--- src/rtl/proc_pkg.sv ---
// Shared constants and types for the 8-bit processor control unit.
// Optional bus checker elsewhere is enabled with PROC_CTRL_BUSCHK_EN.
package proc_pkg;

    localparam int DATA_W   = 8;
    localparam int NUM_REGS = 8;

    localparam logic [1:0] OP_MV  = 2'b00;
    localparam logic [1:0] OP_MVI = 2'b01;
    localparam logic [1:0] OP_ADD = 2'b10;
    localparam logic [1:0] OP_SUB = 2'b11;

    typedef enum logic [1:0] {
        T0 = 2'd0,
        T1 = 2'd1,
        T2 = 2'd2,
        T3 = 2'd3
    } state_e;

    function automatic logic multi_drv(input logic [NUM_REGS+1:0] v);
        return |(v & (v - 1'b1));
    endfunction

endpackage

--- src/rtl/dec3to8.sv ---
// 3-bit index to one-hot register select, gated by an enable.
module dec3to8
    import proc_pkg::*;
(
    input  logic [2:0]          w_i,
    input  logic                en_i,
    output logic [NUM_REGS-1:0] y_o
);

    assign y_o = en_i ? (NUM_REGS'(1) << w_i) : '0;

endmodule

--- src/rtl/proc_ctrl.sv ---
// T0-T3 control FSM for the 8-bit processor: IR fetch, bus drive and load enables.
// Define PROC_CTRL_BUSCHK_EN to add the sticky BusErr contention flag.
module proc_ctrl
    import proc_pkg::*;
(
    input  logic                Clock,
    input  logic                Resetn,
    input  logic                Run,
    input  logic [DATA_W-1:0]   DIN,
    output logic                IRin,
    output logic [NUM_REGS-1:0] Rin,
    output logic [NUM_REGS-1:0] Rout,
    output logic                DINout,
    output logic                Gout,
    output logic                Ain,
    output logic                Gin,
    output logic                AddSub,
`ifdef PROC_CTRL_BUSCHK_EN
    output logic                BusErr,
`endif
    output logic                Done
);

    state_e              state_q, state_d;
    logic [DATA_W-1:0]   ir_q, ir_d;
    logic [1:0]          op;
    logic [NUM_REGS-1:0] rx_oh, ry_oh;
    logic                rin_x, rout_x, rout_y;

    assign op = ir_q[7:6];

    dec3to8 u_dec_rx (.w_i(ir_q[5:3]), .en_i(Resetn), .y_o(rx_oh));
    dec3to8 u_dec_ry (.w_i(ir_q[2:0]), .en_i(Resetn), .y_o(ry_oh));

    always_comb begin
        state_d = state_q;
        ir_d    = ir_q;
        unique case (state_q)
            T0: begin
                if (Run) begin
                    state_d = T1;
                    ir_d    = DIN;
                end
            end
            T1:      state_d = op[1] ? T2 : T0;
            T2:      state_d = T3;
            default: state_d = T0;
        endcase
    end

    always_ff @(posedge Clock) begin
        if (!Resetn) begin
            state_q <= T0;
            ir_q    <= '0;
        end else begin
            state_q <= state_d;
            ir_q    <= ir_d;
        end
    end

    // Resetn gates every enable so an aborted instruction releases the bus at once.
    always_comb begin
        rin_x  = 1'b0;
        rout_x = 1'b0;
        rout_y = 1'b0;
        DINout = 1'b0;
        Gout   = 1'b0;
        Ain    = 1'b0;
        Gin    = 1'b0;
        AddSub = 1'b0;
        Done   = 1'b0;
        if (Resetn) begin
            unique case (state_q)
                T0: ;
                T1: begin
                    unique case (op)
                        OP_MV: begin
                            rout_y = 1'b1;
                            rin_x  = 1'b1;
                            Done   = 1'b1;
                        end
                        OP_MVI: begin
                            DINout = 1'b1;
                            rin_x  = 1'b1;
                            Done   = 1'b1;
                        end
                        OP_ADD, OP_SUB: begin
                            rout_x = 1'b1;
                            Ain    = 1'b1;
                        end
                    endcase
                end
                T2: begin
                    rout_y = 1'b1;
                    Gin    = 1'b1;
                    AddSub = op[0];
                end
                T3: begin
                    Gout  = 1'b1;
                    rin_x = 1'b1;
                    Done  = 1'b1;
                end
            endcase
        end
    end

    assign IRin = Run & (state_q == T0);
    assign Rin  = rin_x ? rx_oh : '0;
    assign Rout = rout_x ? rx_oh : (rout_y ? ry_oh : '0);

`ifdef PROC_CTRL_BUSCHK_EN
    logic buserr_q;

    always_ff @(posedge Clock) begin
        if (!Resetn) begin
            buserr_q <= 1'b0;
        end else if (multi_drv({Rout, DINout, Gout})) begin
            buserr_q <= 1'b1;
        end
    end

    assign BusErr = buserr_q;
`endif

endmodule
--- config.mk ---
export PLATFORM = sky130hd
export DESIGN_NAME = proc_ctrl
export DESIGN_NICKNAME = d
export VERILOG_FILES = /design/src/rtl/proc_pkg.sv /design/src/rtl/dec3to8.sv /design/src/rtl/proc_ctrl.sv
export SDC_FILE = /design/constraint.sdc
export NUM_CORES = 1
export LEC_CHECK = 0
export BUFFER_PORTS_ARGS = -buffer_cell sky130_fd_sc_hd__buf_4
export CAP_MARGIN = 20
export CORE_ASPECT_RATIO = 0.8
export CORE_MARGIN = 4
export CORE_UTILIZATION = 45
export CTS_CLUSTER_SIZE = 16
export DETAILED_ROUTE_END_ITERATION = 16
export PLACE_DENSITY = 0.77
export SLEW_MARGIN = 40
export SYNTH_ARGS = -nofsm -noshare
export SYNTH_HDL_FRONTEND = slang
export SYNTH_SLANG_ARGS = --single-unit
--- constraint.sdc ---
create_clock -name Clock -period 2 [get_ports Clock]
set_clock_uncertainty 0.15 [all_clocks]
set_input_delay 0.3 -clock Clock [delete_from_list [all_inputs] [get_ports Clock]]
set_output_delay 0.3 -clock Clock [all_outputs]
set_load 0.01 [all_outputs]
---- Word-level counts from Yosys, hierarchy flattened ----
Index checks and enable logic that the tools add are counted.
word-level totals
  register bits after elaboration ......... 10
  output and inout port bits .............. 23
operators by class
  equality and inequality tests ........... 7
  shifts and indexed selects .............. 2
  muxes and demuxes ....................... 26
  bitwise logic cells ..................... 1
  reductions and logical operators ........ 5
operator list
  cell                   count
  $mux W8                5
  $mux W1                16
  $shl A1 B3 Y8 const A  2
  $eq A2 B2 Y1 const B   4
  $pmux W2 S3            1
  $eq A2 B1 Y1 const B   2
  $logic_not A2 Y1       2
  $mux W2                2
  $pmux W1 S2            2
  $reduce_or A2 Y1       2
  $ne A2 B2 Y1 const B   1
  $reduce_and A2 Y1      1
  $and A1 B1 Y1          1

---- Longest topological paths before layout ----
  depth after elaboration ................. 6
  depth in mapped cells ................... 6
  mapped depth without buffers ............ 6

---- Cells and area by module ----
From an unflattened synthesis, not the netlist that was laid out.
unflattened totals
  cell total of the unflattened synthesis .. 92
  area total of the unflattened synthesis .. 827.0 sq um
modules (own cells, without submodules)
  module     instances  cells an instance  area an instance (sq um)  sequential area each (sq um)
  proc_ctrl  1          76                 636.9                     200.2
  dec3to8    2          8                  95.1                      0.0

---- Worst setup path after synthesis ----
OpenSTA, ideal clock, no wires.
  kind .................................... register to output
  start point ............................. register state_q[1]
  end point ............................... output Rout[0]
  arrival ................................. 1.320 ns
  path slack .............................. 0.230 ns
  stages on the path, launching flop included .. 7
  cells stage by stage .................... dfxtp_1 > inv_1 > ha_1 > nand3_2 > inv_2 > or3_4 > o32ai_2
RTL lines
  item                    line              text
  start, declared         proc_ctrl.sv:24   state_e state_q, state_d;
  start signal, assigned  proc_ctrl.sv:56   state_q <= state_d;
  $eq A2 B1 Y1            n/a
  $mux W1 (2 in series)   n/a
  named net Ain           proc_ctrl.sv:15   output logic Ain,
  $mux W8                 proc_ctrl.sv:109  assign Rout = rout_x ? rx_oh : (rout_y ? ry_oh : '0);
  end, declared           proc_ctrl.sv:12   output logic [NUM_REGS-1:0] Rout,
The timed path passes the listed nets, and every way through them passes these cells.

---- Final worst setup path ----
  start point ............................. register state_q[1]
  end point ............................... output Rout[7]
on the way
  longest elaborated chain between the ends .. 5
ends and longest elaborated chain
  item                                                 line              text
  $eq A2 B2 Y1 / $eq A2 B1 Y1 (equally long branches)  proc_ctrl.sv:73   unique case (state_q)
  $pmux W1 S2                                          proc_ctrl.sv:73
  $mux W1                                              proc_ctrl.sv:72   if (Resetn) begin
  $mux W8                                              proc_ctrl.sv:109
  $mux W8 (*)                                          proc_ctrl.sv:109
Mark *: on every way between the ends. The rest lies on a longest branch, timed or not.

==> impl_metrics.env <==
export IMPL_row_count=12
export IMPL_routedWlPerCell_um=14.2
export IMPL_r2r_slack_ps=480
export IMPL_period_needed_ps=2150
export IMPL_worst_path_largest_cell_delay_ps=320
export IMPL_finalSetupTns_ps=-958
export IMPL_die_x_um=53.5
export IMPL_portBuffers=33
export IMPL_synthArstFlopShare=0
export IMPL_nNetsFinal=153
export IMPL_crit_path_start_kind="flip-flop"
export IMPL_clkSlewWorstSetupHoldPaths_ps=60
export IMPL_clockRootBuffer="clkbuf_4"
export IMPL_cts_buffer_depth=2
export IMPL_yosys_top_cells_area="dfxtp_1 (27%), nand2_1 (9.6%), a21boi_1 (7.1%), ha_1 (6.7%), o32ai_2 (4.4%)"
export IMPL_critPathSlowestCell="dfxtp_2"
export IMPL_drt_pass1_iterations=4
export IMPL_drc_errors=0
export IMPL_postSynthCellCount=92
export IMPL_ys_seq_area_frac=0.269
export IMPL_initialDrtViolationCount=16
export IMPL_leakagePower_nw=0.506
export IMPL_cts_made_buffers=3
export IMPL_synth_edf_count=0
export IMPL_finalHoldViolCount=0
export IMPL_critPathKind="reg2out"
export IMPL_synth_ff_type="dfxtp_1"
export IMPL_post_synth_top_count_cell="nand2_1"
export IMPL_fmax_mhz=464
export IMPL_grt_antenna_before_repair=0
export IMPL_clock_latency_ps=260
export IMPL_dieArea_sq_um=2370
export IMPL_synthTopCellsByCount="nand2_1 (19), dfxtp_1 (10), a21boi_1 (7), nor2_1 (6), o22ai_1 (5)"
export IMPL_cts_tree="built"
export IMPL_final_area_sq_um=1210
export IMPL_antennaDiodeCount=0
export IMPL_clkSinkCount=10
export IMPL_ys_types=33
export IMPL_num_vias=831
export IMPL_outcome="finished with violations"
export IMPL_fillers=97
export IMPL_gp_congestion=0.884
export IMPL_floorplan_initialDensity=0.506
export IMPL_final_antenna_net_count=0
export IMPL_h_tree_depth=1
export IMPL_relSlewSlack=0.760
export IMPL_crit_path_frequent_cell="buf_4"
export IMPL_synthesis_area_sq_um=744
export IMPL_p_per_area_nw_per_um2=465
export IMPL_wl_um=2240
export IMPL_placed_cells=146
export IMPL_cts_hold_buffers=0
export IMPL_via_per_inst=5.26
export IMPL_synth_top_area_frac=0.269
export IMPL_worst_pin_slew_ps=360
export IMPL_boundaryPins=34
export IMPL_placed_area_sq_um=1020
export IMPL_synth_seq_cells=10
export IMPL_grt_overflow=0
export IMPL_avgSynthCellArea_sq_um=8.09
export IMPL_hpwl_um=1520
export IMPL_drv_cap=0
export IMPL_violations="negative setup slack"
export IMPL_crit_fanout=4
export IMPL_stdcell_count=158
export IMPL_grt_pass1_vias=720
export IMPL_ir_drop_uv=522
export IMPL_setup_ws_ps=-155
export IMPL_grt_pass1_wl_um=3440
export IMPL_die_h_um=44.4
export IMPL_finalCritPeriodShare=1.08
export IMPL_core_area_sq_um=1470
export IMPL_grt_max_degree=21
export IMPL_grtUsageTotal=0.197
export IMPL_drive_gt1_frac=0.496
export IMPL_cp_end_kind="output pin"
export IMPL_syn_nets=107
export IMPL_min_path_type="in2reg"
export IMPL_area_growth_pct=62.0
export IMPL_rsz0062_at_grt="yes"
export IMPL_path_cells="inv_2 > ha_4 > nor3b_4 > buf_4 > o2111ai_4 > o22ai_1 > buf_4"
export IMPL_arrival_ps=1700
export IMPL_synth_warnings=0
export IMPL_setup_viol=9
export IMPL_final_max_slew_viol_count=0
export IMPL_yosys_area_top_type="dfxtp_1"
export IMPL_crit_required_ps=1550
==> through the flow <==
step / util / total power, mW / hold slack [ps] / worst slack, ps
after floorplan: - / 0.303 / 285 / 230
after global placement: 0.695 / 0.346 / 320 / 119
after detailed placement: 0.695 / 0.350 / 336 / 45.7
after CTS: 0.801 / 0.554 / 128 / -99.4
after global routing: 0.820 / 0.596 / 128 / -216
final: 0.820 / 0.560 / 135 / -155
==> metal layers <==
layer,share of wire,vias up,GRT usage
met1,0.47,373,0.267
li1,-,424,-
met5,0,-,0
met3,0.064,4,0.0236
met4,0.015,0,0.0765
met2,0.46,30,0.315
==> kinds of logic after synthesis <==
family | after synthesis | share of synthesized area
buffers and inverters | 8 | 0.0454
and+or+nand+nor | 45 | 0.323
AOI/OAI and AO/OA | 24 | 0.282
muxes | 1 | 0.0134
DFF | 10 | 0.269
adders and majority gates | 4 | 0.0672
==> power breakdown <==
group / internal, mW / switching [mW] / leakage, nW
combinational: 0.0810 / 0.0703 / 0.403
clock: 0.110 / 0.0641 / 0.0210
sequential: 0.212 / 0.0223 / 0.0829
==> flip-flops by register name (all words and copies together) (netlist names) <==
signal / count
ir_q: 8
state_q: 2
==> layout by cell type (no fill, tap or decap), drive strengths merged, types with 3 or more instances in the layout <==
| cell type | n |
|---|---|
| nor2 | 6 |
| dfxtp | 10 |
| ha | 4 |
| buf | 43 |
| inv | 6 |
| o22ai | 6 |
| a21boi | 9 |
| nand2 | 21 |
| clkbuf | 4 |
| and2 | 3 |
==> worst max-delay path, delay by kind of cell, from the launching register on <==
family          cells  cell delay, ps
compound gates      2             380
simple gates        1             210
buf+inv             3             370
flops               1             320
fa+ha+maj           1             160
==> worst paths after layout <==
| path | startpoint | to | cells past startpoint |
|---|---|---|---|
| max reg2reg | state_q[0]$_SDFFE_PN0P_ | state_q[1]$_SDFFE_PN0P_ | 5 |
| max | state_q[1]$_SDFFE_PN0P_ | Rout[7] | 7 |
| min reg2reg | ir_q[1]$_SDFFE_PN0P_ | ir_q[1]$_SDFFE_PN0P_ | 2 |
| min | DIN[7] | ir_q[7]$_SDFFE_PN0P_ | 3 |
==> timing repair <==
action / CTS / global route
pin swaps: 5 / 5
buffers inserted: 6 / 2
gates resized for setup: 13 / 0
endpoints found under the setup margin: 16 / 16
==> cell type report <==
type | instances | area, sq um | area share
inverter | 6 | 25.0 | 0.0207
clock buffer | 4 | 36.3 | 0.0301
tap | 21 | 26.3 | 0.0218
multi-input combinational | 74 | 581 | 0.481
timing repair buffer | 43 | 335 | 0.278
sequential | 10 | 203 | 0.168
No activity file was read; power rests on OpenSTA's default activity.
